<file path="config.mk">
export PLATFORM = sky130hd
export DESIGN_NAME = io_capture_register_flat
export DESIGN_NICKNAME = d
export VERILOG_FILES = /design/src/rtl/io_capture_pkg.sv /design/src/rtl/IO_AccessItf.sv /design/src/rtl/RegisterRstEn.sv /design/src/rtl/io_capture_register.sv /design/src/flat_wrapper.sv
export SDC_FILE = /design/constraint.sdc
export NUM_CORES = 1
export LEC_CHECK = 0
export ABC_AREA = 0
export ABC_CLOCK_PERIOD_IN_PS = 1600
export CAP_MARGIN = 10
export CELL_PAD_IN_SITES_DETAIL_PLACEMENT = 0
export CELL_PAD_IN_SITES_GLOBAL_PLACEMENT = 1
export CORE_MARGIN = 4
export CORE_UTILIZATION = 23
export DETAILED_ROUTE_END_ITERATION = 12
export PLACE_DENSITY_LB_ADDON = 0.15
export SYNTH_ARGS = -nofsm -noshare
export SYNTH_HDL_FRONTEND = slang
export SYNTH_SLANG_ARGS = --single-unit
</file>
<file path="constraint.sdc">
create_clock -name Sys_Interface_Clock -period 1.6 [get_ports Sys_Interface_Clock]
set_input_delay 0.32 -clock Sys_Interface_Clock [delete_from_list [all_inputs] [get_ports Sys_Interface_Clock]]
set_output_delay 0.32 -clock Sys_Interface_Clock [all_outputs]
set_load 0.02 [all_outputs]
</file>
<file path="src/rtl/io_capture_pkg.sv">
// Shared constants for the I/O capture register.
// Status bit positions, event counter geometry and status word packing.
package io_capture_pkg;

    localparam int unsigned STAT_VALID      = 0;
    localparam int unsigned STAT_OVERRUN    = 1;
    localparam int unsigned STAT_INTEN      = 2;
    localparam int unsigned STAT_CNTCLR     = 3;

    localparam int unsigned EVENT_CNT_LSB   = 16;
    localparam int unsigned EVENT_CNT_WIDTH = 16;

    typedef logic [EVENT_CNT_WIDTH-1:0] event_cnt_t;

    localparam event_cnt_t EVENT_CNT_MAX = '1;

    // Layout: {EventCount, 12'b0, 1'b0, IntEn, Overrun, Valid}
    function automatic logic [31:0] pack_status(
        input event_cnt_t cnt,
        input logic       inten,
        input logic       overrun,
        input logic       valid
    );
        logic [31:0] w;
        w = '0;
        w[EVENT_CNT_LSB +: EVENT_CNT_WIDTH] = cnt;
        w[STAT_INTEN]   = inten;
        w[STAT_OVERRUN] = overrun;
        w[STAT_VALID]   = valid;
        return w;
    endfunction

endpackage

</file>
<file path="src/rtl/IO_AccessItf.sv">
// Processor-side register access bundle shared by the peripheral registers.
// SlavePort: Clock, Reset (sync, active-high), WrEn, WrData[31:0] as inputs.
interface IO_AccessItf;

    logic        Clock;
    logic        Reset;
    logic        WrEn;
    logic [31:0] WrData;

    modport SlavePort (
        input Clock,
        input Reset,
        input WrEn,
        input WrData
    );

endinterface

</file>
<file path="src/rtl/RegisterRstEn.sv">
// Generic register with synchronous active-high reset and load enable.
// Ports: clk_i, rst_i, en_i, d_i[WIDTH] in; q_o[WIDTH] out.
module RegisterRstEn #(
    parameter int unsigned      WIDTH     = 32,
    parameter logic [WIDTH-1:0] RST_VALUE = '0
) (
    input  logic             clk_i,
    input  logic             rst_i,
    input  logic             en_i,
    input  logic [WIDTH-1:0] d_i,
    output logic [WIDTH-1:0] q_o
);

    logic [WIDTH-1:0] data_q;
    logic [WIDTH-1:0] data_d;

    always_comb begin
        data_d = data_q;
        if (en_i) begin
            data_d = d_i;
        end
    end

    always_ff @(posedge clk_i) begin
        if (rst_i) begin
            data_q <= RST_VALUE;
        end else begin
            data_q <= data_d;
        end
    end

    assign q_o = data_q;

endmodule

</file>
<file path="src/rtl/io_capture_register.sv">
// I/O-written, processor-read capture register with sticky status and IRQ.
// Ports: Sys_Interface (Clock/Reset/WrEn/WrData), Sys_DataSelect,
//   Sys_StatusSelect, Io_Data, Io_Strobe in; Sys_RdData, Sys_RdStatus,
//   Sys_Irq out.
module io_capture_register
    import io_capture_pkg::*;
#(
    parameter int unsigned           DATA_WIDTH  = 32,
    parameter logic [DATA_WIDTH-1:0] RESET_VALUE = '0
) (
    IO_AccessItf.SlavePort         Sys_Interface,
    input  logic                   Sys_DataSelect,
    input  logic                   Sys_StatusSelect,
    output logic [DATA_WIDTH-1:0]  Sys_RdData,
    output logic [31:0]            Sys_RdStatus,
    output logic                   Sys_Irq,
    input  logic [DATA_WIDTH-1:0]  Io_Data,
    input  logic                   Io_Strobe
);

    logic       clk;
    logic       rst;

    logic       strobe_q;
    logic       valid_q;
    logic       valid_d;
    logic       overrun_q;
    logic       overrun_d;
    logic       inten_q;
    logic       inten_d;
    event_cnt_t cnt_q;
    event_cnt_t cnt_d;
    logic       irq_q;

    logic       capture;
    logic       stat_wr;
    logic       clr_valid;
    logic       clr_overrun;
    logic       clr_cnt;

    assign clk = Sys_Interface.Clock;
    assign rst = Sys_Interface.Reset;

    // The data register is read-only from the processor side, so a write
    // through the data select and the reserved write bits do nothing.
    logic unused_ok;
    assign unused_ok = ^{Sys_DataSelect,
                         Sys_Interface.WrData[31:STAT_CNTCLR+1]};

    assign capture     = Io_Strobe & ~strobe_q;
    assign stat_wr     = Sys_Interface.WrEn & Sys_StatusSelect;
    assign clr_valid   = stat_wr & Sys_Interface.WrData[STAT_VALID];
    assign clr_overrun = stat_wr & Sys_Interface.WrData[STAT_OVERRUN];
    assign clr_cnt     = stat_wr & Sys_Interface.WrData[STAT_CNTCLR];

    RegisterRstEn #(
        .WIDTH     (DATA_WIDTH),
        .RST_VALUE (RESET_VALUE)
    ) u_data_reg (
        .clk_i (clk),
        .rst_i (rst),
        .en_i  (capture),
        .d_i   (Io_Data),
        .q_o   (Sys_RdData)
    );

    always_comb begin
        valid_d   = valid_q;
        overrun_d = overrun_q;
        inten_d   = inten_q;
        cnt_d     = cnt_q;

        if (stat_wr) begin
            inten_d = Sys_Interface.WrData[STAT_INTEN];
        end

        if (clr_valid) begin
            valid_d = 1'b0;
        end
        if (clr_overrun) begin
            overrun_d = 1'b0;
        end
        if (clr_cnt) begin
            cnt_d = '0;
        end

        if (capture) begin
            valid_d = 1'b1;
            // A same-cycle acknowledge consumed the old data: no overrun.
            // Setting takes priority over a same-cycle clear.
            if (valid_q && !clr_valid) begin
                overrun_d = 1'b1;
            end
            if (clr_cnt) begin
                cnt_d = event_cnt_t'(1);
            end else if (cnt_q != EVENT_CNT_MAX) begin
                cnt_d = cnt_q + event_cnt_t'(1);
            end
        end
    end

    always_ff @(posedge clk) begin
        if (rst) begin
            // High so a strobe held through reset release is not an edge.
            strobe_q  <= 1'b1;
            valid_q   <= 1'b0;
            overrun_q <= 1'b0;
            inten_q   <= 1'b0;
            cnt_q     <= '0;
            irq_q     <= 1'b0;
        end else begin
            strobe_q  <= Io_Strobe;
            valid_q   <= valid_d;
            overrun_q <= overrun_d;
            inten_q   <= inten_d;
            cnt_q     <= cnt_d;
            irq_q     <= valid_q & inten_q;
        end
    end

    assign Sys_RdStatus = pack_status(cnt_q, inten_q, overrun_q, valid_q);
    assign Sys_Irq      = irq_q;

endmodule

</file>
<file path="src/flat_wrapper.sv">
// flat-port wrapper written by rule: the top's interface ports become plain ports
module io_capture_register_flat import io_capture_pkg::*;
#(
    parameter int unsigned           DATA_WIDTH  = 32,
    parameter logic [DATA_WIDTH-1:0] RESET_VALUE = '0
)
  (Sys_DataSelect, Sys_StatusSelect, Sys_RdData, Sys_RdStatus, Sys_Irq, Io_Data, Io_Strobe, Sys_Interface_Clock, Sys_Interface_Reset, Sys_Interface_WrEn, Sys_Interface_WrData);
  IO_AccessItf Sys_Interface_i ();
  input  logic Sys_DataSelect;
  input  logic Sys_StatusSelect;
  output logic [DATA_WIDTH-1:0] Sys_RdData;
  output logic [31:0] Sys_RdStatus;
  output logic Sys_Irq;
  input  logic [DATA_WIDTH-1:0] Io_Data;
  input  logic Io_Strobe;
  input wire logic [$bits(Sys_Interface_i.Clock)-1:0] Sys_Interface_Clock;
  input wire logic [$bits(Sys_Interface_i.Reset)-1:0] Sys_Interface_Reset;
  input wire logic [$bits(Sys_Interface_i.WrEn)-1:0] Sys_Interface_WrEn;
  input wire logic [$bits(Sys_Interface_i.WrData)-1:0] Sys_Interface_WrData;
  assign Sys_Interface_i.Clock = Sys_Interface_Clock;
  assign Sys_Interface_i.Reset = Sys_Interface_Reset;
  assign Sys_Interface_i.WrEn = Sys_Interface_WrEn;
  assign Sys_Interface_i.WrData = Sys_Interface_WrData;
  io_capture_register #(.DATA_WIDTH(DATA_WIDTH), .RESET_VALUE(RESET_VALUE)) u_core (.Sys_Interface(Sys_Interface_i), .Sys_DataSelect(Sys_DataSelect), .Sys_StatusSelect(Sys_StatusSelect), .Sys_RdData(Sys_RdData), .Sys_RdStatus(Sys_RdStatus), .Sys_Irq(Sys_Irq), .Io_Data(Io_Data), .Io_Strobe(Io_Strobe));
endmodule
</file>
==> metrics, run 1 <==
CP arrival=1.80 ns; fmax=642.9 MHz; cell row count=36; sequential fraction of the synthesis area=46.47%; floorplan core area=9729 um^2; fin nets=around 470; Via Count=2299; Cells after Synth=280; largest buffer count on any clock path=2; Crit. End Element=flip-flop; clk_skew=0.004448 ns; number of iterations in the first detailed-routing pass=4; Max Fanout on Critical Path=5; Synth warnings=0; # IOs=135; Via density=4.330; Mapped Avg Cell Area=8.155 um^2; layout cells sized above 1=18.84%; die area=11590 um^2; CTS tree=built; Port-buffer cells=92; most frequent cells in the layout=nand2_1, a21oi_1, clkdlybuf4s50_1; endpoints failing hold=0; Lkg Pwr=approximately 0.0018 uW; DRC viols=0; synthesized flop and latch total=53; post-DP HPWL=5077 um; area share of the largest cell type after synthesis=46.47%; total CTS buffers=5; Initial DRC Count=64; CP Data Required Time=1.84 ns; worst min-delay path class=input pin to flip-flop; Final setup viols=0; gp weighted congestion=0.7583; Synth-to-Final Area Change=61.31%; share of async-settable or async-resettable flops after synthesis=0%; worst skew pair latency=0.30 ns; fin crit period=1.555 ns; All-Layer GR Usage=11.82%; diode count=0; MaxCap Viol Count=0; Pwr Density=around 730 nW/um^2; Startpoint Class=flip-flop; pin count of the biggest net entering global routing=22; Antenna Nets Post-Route=0; vias in the first global route=2147; Root Driver=clkbuf_8; commonest non-fill, non-tap cell in the layout=nand2_1; overall power=roughly 2700 uW; RSZ-0062 raised after global routing=true; status=finished, final reports clean; Mapped Area=approximately 2300 um^2; # hold bufs at CTS=0; worst vdd ir=0.3159 mV; Die H=107.6 um; Post-Route WL=between 6000 and 7000 um; Initial Util=23.47%; final slew viol count=0; clock-pin transition on the worst setup and hold timing paths=0.10 ns; Post-synth EDFFs=0; Main synth FF type=dfxtp_1; Hold WS=about 0.28 ns; Synth cell types=39; leading area contributor after synthesis=dfxtp_1; Routed WL per cell=13.05 um; global route overflow=0; clock sinks=53; Area contributors post-synth=dfxtp_1, nand2_1, a21oi_1; first-pass GRT wire length=10810 um; kind of critical path=flip-flop to flip-flop; final worst path period share=97.22%; Die X=107.6 um; initial antenna violation count=0; # H-tree levels=2
sequential cells by signal, summed over array words and instances (netlist names):
signal                 cells
u_core.u_data_reg.q_o     32
u_core.cnt_q              16
u_core.Sys_Irq             1
u_core.inten_q             1
u_core.overrun_q           1
u_core.strobe_q            1
u_core.valid_q             1
power by group:
part / switching (uW) / internal (uW) / leakage (uW)
Clock: 453 / 511 / 0.0000585
Combinational: 179 / 174 / 0.00127
Sequential: 17.7 / 1350 / 0.000439
Total: 649 / 2030 / 0.00177
through the flow:
| step | worst slack, ns | instances | area [um^2] | utilization [%] | TNS [ns] |
|---|---|---|---|---|---|
| global route | -0.04807 | 531 | 3684 | 37.86 | -0.1628 |
| global placement | -0.3056 | 521 | 3501 | 35.98 | -6.234 |
| floorplan | 0.005186 | 292 | 2340 | - | 0 |
| CTS | 0.001529 | 529 | 3586 | 36.86 | 0 |
| detailed placement | -0.3267 | 521 | 3501 | 35.98 | -6.738 |
| finish | 0.04455 | 531 | 3684 | 37.86 | 0 |
worst paths after layout:
check             depth (start not counted)                       end  slack [ns]                     start
setup reg to reg                          5          u_core.cnt_q[15]        0.04           u_core.cnt_q[0]
hold reg to reg                           2  u_core.u_data_reg.q_o[7]        0.45  u_core.u_data_reg.q_o[7]
hold / removal                            2           u_core.strobe_q        0.28                 Io_Strobe
setup / recovery                          5          u_core.cnt_q[15]        0.04           u_core.cnt_q[0]
critical path, stage by stage, from the launching register on:
cell and delay (ns):
dfxtp_2 0.38, buf_6 0.13, and4_4 0.26, o211ai_1 0.14
or4_1 0.43, a21oi_1 0.15
synth_stat cells, drive strengths merged, types with 2 or more instances:
cell type and count:
inv 3, nand3 12, or2 2, and4 2, nand2 74, nor2 7, nor4 4, nand4 8
mux2i 4, o21ai 6, or4 7, dfxtp 53, clkbuf 7, nand2b 2, o31ai 6, buf 23
a21oi 45, or3 3, and3 2
logic make-up (layout without fill, tap and decap cells):
logic type,count (synthesis),after routing,synth area share [%]
mux,5,5,2.247
fa+ha+maj,1,1,0.5479
compound gates,62,62,14.96
flops,53,53,46.47
simple gates,125,125,27.18
buf+inv,33,139,8.439
other cells,1,13,0.1642
area by class of cell:
| cell class | instances | area (um^2) |
|---|---|---|
| fill | 1062 | 6046 |
| timing repair buffer | 128 | 1191 |
| multi-input combinational | 206 | 1112 |
| sequential | 53 | 1086 |
| tap | 133 | 166.4 |
| clock buffer | 7 | 86.33 |
| clock inverter | 1 | 30.03 |
| inverter | 3 | 11.26 |
repair_timing:
item                       in CTS  in global routing
setup endpoints to repair      42                 28
hold endpoints to repair        0                  0
setup buffers                   0                  2
pin swaps                       0                  5
gates resized for setup        44                 27
per-layer routing:
layer	global-route usage (%)	vias up	routed length, um
li1	-	1175	-
met1	15.29	1060	3117
met2	18.87	60	3300
met3	3.479	4	440
met4	3.787	0	71
met5	0	-	0
No activity file was read; power rests on OpenSTA's default activity.
==> run 2: changes to the inputs <==
Settings changed: SLEW_MARGIN set to 20.
==> results of run 2 <==
The final DEF is identical to that of run 1; final timing and power are the same.
